===== config.mk =====
export PLATFORM = sky130hd
export DESIGN_NAME = dct_mac_seq
export DESIGN_NICKNAME = d
export VERILOG_FILES = /design/src/rtl/dct_mac_seq.sv
export SDC_FILE = /design/constraint.sdc
export NUM_CORES = 1
export LEC_CHECK = 0
export ABC_AREA = 1
export CORE_MARGIN = 1.5
export CORE_UTILIZATION = 40
export DETAILED_ROUTE_END_ITERATION = 6
export PLACE_DENSITY = 0.61
export SETUP_SLACK_MARGIN = 0.4
export SKIP_LAST_GASP = 1
export SLEW_MARGIN = 20
export SYNTH_ARGS = -nofsm -noshare
export SYNTH_HDL_FRONTEND = slang
export SYNTH_SLANG_ARGS = --single-unit

===== constraint.sdc =====
create_clock -name clk -period 1.9 [get_ports clk]
set_input_delay 0.38 -clock clk [delete_from_list [all_inputs] [get_ports clk]]
set_output_delay 0.38 -clock clk [all_outputs]
set_load 0.01 [all_outputs]

===== src/rtl/dct_mac_seq.sv =====
// dct_mac_seq -- control sequencer for one DCT unit's multiply-accumulate datapath.
//
// A start handshake launches one output coefficient. The sequencer steps TAPS
// sample/coefficient indices into the MAC and tags the first tap with an
// accumulator clear. It then waits out the multiplier and accumulator pipeline,
// pulses res_ld to capture the sum, and holds res_vld until downstream accepts.
// The MAC datapath has no control logic of its own; all of its timing comes from here.
//
// Parameters:
//   TAPS      taps per output coefficient (2..16)
//   MULT_LAT  cycles from mac_en until the accumulator holds that tap (1..7)
//   ROW       DCT row served by this unit; base of the coefficient ROM address
//
// Ports:
//   clk        rising-edge clock
//   rst        asynchronous active-low reset
//   ena        global clock enable; when low, all state and outputs hold
//   start      row request, held until start_ack
//   start_ack  one-cycle pulse when start is accepted
//   busy       high while taps are issued or the pipeline drains
//   tap_idx    sample select for the current tap
//   coef_addr  coefficient ROM address, ROW*TAPS + tap_idx
//   mac_en     MAC operands valid this cycle
//   mac_clr    with mac_en, the accumulator loads the product instead of adding it
//   res_ld     one-cycle pulse that captures the accumulator into the result register
//   res_vld    result register holds an unconsumed result
//   res_rdy    downstream accepts when res_vld && res_rdy && ena
//
// Optional build macro DCT_MAC_SEQ_STATS_EN adds:
//   stats_clr  synchronous clear of both statistics counters (takes priority)
//   row_cnt    saturating count of result handshakes
//   stall_cnt  saturating count of enabled DONE cycles with res_rdy low

module dct_mac_seq #(
    parameter int TAPS     = 8,
    parameter int MULT_LAT = 2,
    parameter int ROW      = 0
) (
    input  logic                           clk,
    input  logic                           rst,
    input  logic                           ena,
    input  logic                           start,
    output logic                           start_ack,
    output logic                           busy,
    output logic [$clog2(TAPS)-1:0]        tap_idx,
    output logic [$clog2(TAPS*TAPS)-1:0]   coef_addr,
    output logic                           mac_en,
    output logic                           mac_clr,
    output logic                           res_ld,
    output logic                           res_vld,
    input  logic                           res_rdy
`ifdef DCT_MAC_SEQ_STATS_EN
    ,
    input  logic                           stats_clr,
    output logic [15:0]                    row_cnt,
    output logic [15:0]                    stall_cnt
`endif
);

    localparam int TW = $clog2(TAPS);
    localparam int AW = $clog2(TAPS*TAPS);
    localparam int DW = 3;

    localparam logic [TW-1:0] TAP_LAST  = TW'(TAPS - 1);
    localparam logic [AW-1:0] ROW_BASE  = AW'(ROW * TAPS);
    localparam logic [DW-1:0] DCNT_INIT = DW'(MULT_LAT - 1);

    typedef enum logic [1:0] {
        IDLE,
        ACCUM,
        DRAIN,
        DONE
    } state_t;

    state_t          state;
    logic [DW-1:0]   dcnt;
    logic            launch;

    // A new row may start from IDLE, or from DONE in the same cycle the current
    // result is accepted, so back-to-back rows have no bubble.
    always_comb begin
        launch = start && ((state == IDLE) || ((state == DONE) && res_rdy));
    end

    // Outputs are registered alongside the state, so each output reflects the
    // action of the state it sits in. res_ld is asserted in the DRAIN cycle
    // whose dcnt is zero; it is therefore set one edge ahead (on entry to DRAIN
    // when MULT_LAT is 1, otherwise when dcnt steps from 1 to 0).
    always_ff @(posedge clk or negedge rst) begin
        if (!rst) begin
            state     <= IDLE;
            dcnt      <= '0;
            start_ack <= 1'b0;
            busy      <= 1'b0;
            tap_idx   <= '0;
            coef_addr <= '0;
            mac_en    <= 1'b0;
            mac_clr   <= 1'b0;
            res_ld    <= 1'b0;
            res_vld   <= 1'b0;
        end else if (ena) begin
            start_ack <= 1'b0;
            mac_clr   <= 1'b0;
            res_ld    <= 1'b0;

            if ((state == DONE) && res_rdy) begin
                res_vld <= 1'b0;
            end

            if (launch) begin
                state     <= ACCUM;
                start_ack <= 1'b1;
                busy      <= 1'b1;
                mac_en    <= 1'b1;
                mac_clr   <= 1'b1;
                tap_idx   <= '0;
                coef_addr <= ROW_BASE;
            end else begin
                case (state)
                    IDLE: ;
                    ACCUM: begin
                        if (tap_idx == TAP_LAST) begin
                            state     <= DRAIN;
                            mac_en    <= 1'b0;
                            tap_idx   <= '0;
                            coef_addr <= '0;
                            dcnt      <= DCNT_INIT;
                            res_ld    <= (DCNT_INIT == '0);
                        end else begin
                            tap_idx   <= tap_idx + TW'(1);
                            coef_addr <= coef_addr + AW'(1);
                        end
                    end
                    DRAIN: begin
                        if (dcnt == '0) begin
                            state   <= DONE;
                            busy    <= 1'b0;
                            res_vld <= 1'b1;
                        end else begin
                            dcnt   <= dcnt - DW'(1);
                            res_ld <= (dcnt == DW'(1));
                        end
                    end
                    DONE: begin
                        if (res_rdy) begin
                            state <= IDLE;
                        end
                    end
                    default: state <= IDLE;
                endcase
            end
        end
    end

`ifdef DCT_MAC_SEQ_STATS_EN
    // Counters follow the global enable like all other state; clear beats increment.
    always_ff @(posedge clk or negedge rst) begin
        if (!rst) begin
            row_cnt   <= '0;
            stall_cnt <= '0;
        end else if (ena) begin
            if (stats_clr) begin
                row_cnt   <= '0;
                stall_cnt <= '0;
            end else begin
                if ((state == DONE) && res_rdy && (row_cnt != '1)) begin
                    row_cnt <= row_cnt + 16'd1;
                end
                if ((state == DONE) && !res_rdy && (stall_cnt != '1)) begin
                    stall_cnt <= stall_cnt + 16'd1;
                end
            end
        end
    end
`endif

endmodule


==> impl_metrics.json <==
{
  "outcome": "completed",
  "numPlacedInstances": 182,
  "dpl_worst_slack_ns": 0.0687,
  "share_seq_of_total_power": 0.297,
  "mappedNetlistArea_mm2": 0.00110,
  "grt_first_pass_wirelength_um": 4020,
  "cellLeakagePower_nw": 0.835,
  "power_mw": 2.30,
  "rr_startpoint": "state[0]",
  "holdCritPathClass": "in -> async",
  "share_clk_of_total_power": 0.092,
  "finalWeightedCongestion": 0.761,
  "floorplan.initialDensity": 0.433,
  "post_synth_inst_count": 133,
  "internal_power_mw": 1.28,
  "dpl-instance-area_mm2": 0.00133,
  "synth_edf_count": 0,
  "worst-slew-pin-transition_ns": 0.330,
  "combPwrFrac": 0.611,
  "post_drt_via_cell_ratio": 4.83,
  "critPathArrivalTime_ns": 1.69,
  "p_sw_frac": 0.444,
  "layout-area-overhead-vs-synth_pct": 42.8,
  "cts_root_buffer": "sky130_fd_sc_hd__clkbuf_4",
  "ys_warn_count": 0,
  "path_max_fanout": 4,
  "timing.max_cap.violations": 0,
  "drive_gt1_frac": 0.308,
  "floorplan.core_area_mm2": 0.00254,
  "vdd_drop_max_v": 0.000816,
  "avgRoutedWirePerCell_um": 12.6,
  "detail_route.wirelength_um": 2550,
  "boundaryPins": 20,
  "clkLatencyLatePin_ns": 0.30,
  "postLayoutSetupSlackWorst_ns": 0.416,
  "synth_cell_type_count": 18,
  "grt_util_all_layers": 0.163,
  "via_count": 976,
  "timing.final.crit_period_ns": 1.48,
  "final_max_tran_viols": 0,
  "detail-route-antenna-nets": 0,
  "grt_max_degree": 20,
  "dr.pass1.iters": 4,
  "worst_clock_skew_ns": 0.00845,
  "rsz0062_at_grt": "true",
  "number_of_synthesized_register_bits": 19,
  "final-hold-violation-count": 0,
  "timing.fmax_mhz": 674,
  "critical_path_class": "reg -> reg",
  "clock_tree_from_tritoncts": "done",
  "drt_first_iter_violations": 17,
  "cp_capture_type": "register",
  "switchingPower_mw": 1.02,
  "reg2reg_depth": 8,
  "dieWidth_um": 55.5,
  "grt_overflow_total": 0,
  "std_cell_rows": 18,
  "ys_dominant_reg_cell": "sky130_fd_sc_hd__dfrtp_1",
  "layoutNonFillerInstCount": 202,
  "setup_total_neg_slack_ns": 0,
  "tritoncts.num_buffers": 3,
  "place.detailed.hpwl_um": 1680,
  "final_net_count": 189,
  "timing.reg2reg.setup_slack_ns": 0.42,
  "dieArea_mm2": 0.00308,
  "htree_num_levels": 1,
  "worst_slew_margin_rel": 0.780,
  "n_antenna_cell": 0,
  "finalSetupViolations": 0,
  "postSynthNetCount": 149,
  "final_cell_area_mm2": 0.00157,
  "ctsLongestPathBuffers": 2,
  "number_of_buffers_inserted_by_hold_repair_at_cts": 0,
  "critPathRequiredTime_ns": 2.10,
  "seq_area_frac_synth": 0.432,
  "route.detailed.drc": 0,
  "synth.avg_cell_area_um2": 8.28,
  "post_cts_clock_slew_at_the_launch_and_capture_registers_of_the_worst_setup_and_hold_paths_ns": 0.12,
  "numPortBuffers": 19,
  "power_per_cell_area_mw_per_mm2": 1470,
  "critPathLaunchType": "register",
  "synth_async_sr_flop_share": 1.00,
  "critical_path.reg2reg.endpoint": "state[0]",
  "die_h_um": 55.5,
  "clock_sink_count": 19,
  "grt_pass1_vias": 909,
  "antenna_found_initial": 0,
  "post-route-period-util": 0.781
}
==> synthesized netlist by cell type, types with 2 or more instances <==
library cell | count | area share
sky130_fd_sc_hd__inv_1 | 16 | 0.055
sky130_fd_sc_hd__xor2_1 | 2 | 0.016
sky130_fd_sc_hd__nor2_1 | 10 | 0.034
sky130_fd_sc_hd__o21ai_1 | 4 | 0.018
sky130_fd_sc_hd__nand2_4 | 2 | 0.020
sky130_fd_sc_hd__nand2_1 | 37 | 0.13
sky130_fd_sc_hd__ha_1 | 11 | 0.12
sky130_fd_sc_hd__o21ai_0 | 8 | 0.036
sky130_fd_sc_hd__nand3_1 | 16 | 0.073
sky130_fd_sc_hd__dfrtp_1 | 19 | 0.43
==> worst max-delay path by stage <==
stage	startpoint	endpoint	slack (ns)	cells past startpoint
after global routing	tap_idx[1]	dcnt[2]	0.30	8
after detailed placement	ena	dcnt[0]	0.07	5
final	state[0]	state[0]	0.42	8
after floorplan	tap_idx[0]	dcnt[0]	0.46	8
after CTS	coef_addr[3]	coef_addr[3]	0.34	1
after global placement	ena	dcnt[0]	0.11	5
==> power by group through the flow <==
stage | clock, mW | sequential (mW) | combinational [mW]
CTS | 0.215 | 0.677 | 1.22
global route | 0.236 | 0.706 | 1.58
global placement | 0 | 0.724 | 1.06
detailed placement | 0 | 0.731 | 1.06
finish | 0.213 | 0.684 | 1.41
floorplan | 0 | 0.756 | 0.624
==> cells in the final DEF, fill, tap and decap left out, types with 2 or more instances in the layout <==
cell,n
sky130_fd_sc_hd__o21ai_0,4
sky130_fd_sc_hd__clkbuf_4,3
sky130_fd_sc_hd__nand2_1,28
sky130_fd_sc_hd__buf_4,15
sky130_fd_sc_hd__inv_1,9
sky130_fd_sc_hd__nand3_2,2
sky130_fd_sc_hd__ha_2,4
sky130_fd_sc_hd__buf_6,2
sky130_fd_sc_hd__nand3_1,14
sky130_fd_sc_hd__o21ai_1,8
sky130_fd_sc_hd__nand2_4,3
sky130_fd_sc_hd__nor2_1,8
sky130_fd_sc_hd__ha_1,5
sky130_fd_sc_hd__nand2_2,9
sky130_fd_sc_hd__inv_2,6
sky130_fd_sc_hd__dfrtp_1,19
sky130_fd_sc_hd__xor2_1,2
sky130_fd_sc_hd__clkdlybuf4s50_1,4
sky130_fd_sc_hd__dlygate4sd2_1,14
sky130_fd_sc_hd__ha_4,2
==> per-stage QoR <==
stage	utilization	hold slack, ns
final	0.618	0.398
after CTS	0.572	0.402
after detailed placement	0.521	0.471
after global routing	0.618	0.411
after global placement	0.521	0.486
after floorplan	-	0.0844
==> repair_timing <==
| item | CTS | global route |
|---|---|---|
| resized for setup | 29 | 27 |
| pin swaps | 2 | 12 |
| endpoints found under the setup margin | 30 | 17 |
| buffers inserted | 11 | 4 |
| cloned | 0 | 1 |
==> worst max-delay path: stages (launching register included) <==
cell and delay, ns:
sky130_fd_sc_hd__dfrtp_1 0.44, sky130_fd_sc_hd__ha_2 0.24, sky130_fd_sc_hd__nand2_4 0.07, sky130_fd_sc_hd__a21oi_4 0.20
sky130_fd_sc_hd__nand2_4 0.12, sky130_fd_sc_hd__nand2_1 0.12, sky130_fd_sc_hd__nand2_2 0.08, sky130_fd_sc_hd__nand2_1 0.06
sky130_fd_sc_hd__o21ai_1 0.05
==> cells by family (layout without fill, tap and decap cells) <==
family	Yosys count	count (layout)	synth area share
AOI/OAI and AO/OA	14	14	0.0739
adders and majority gates	11	11	0.125
and+or+nand+nor	68	69	0.274
buffers and inverters	18	56	0.0716
xor gates and xnor gates	3	3	0.0239
DFF	19	19	0.432
==> layout make-up <==
cell class | instances | area, µm²
Clock buffer | 4 | 26.3
Fill cell | 234 | 972
Inverter | 16 | 67.6
Multi-Input combinational cell | 97 | 656
Sequential cell | 19 | 475
Tap cell | 30 | 37.5
Timing Repair Buffer | 36 | 310
==> registers in the layout (all words and copies together) (netlist names) <==
signal     flops
mac_clr        1
busy           1
res_vld        1
state          2
coef_addr      6
res_ld         1
mac_en         1
dcnt           3
tap_idx        3
==> per-layer routing <==
layer  global-route usage  routed length, µm
met3               0.0328                 71
met5                    0                  0
met4               0.0418                 42
met2                0.281               1260
met1                0.207               1180
No activity file was read; power rests on OpenSTA's default activity.
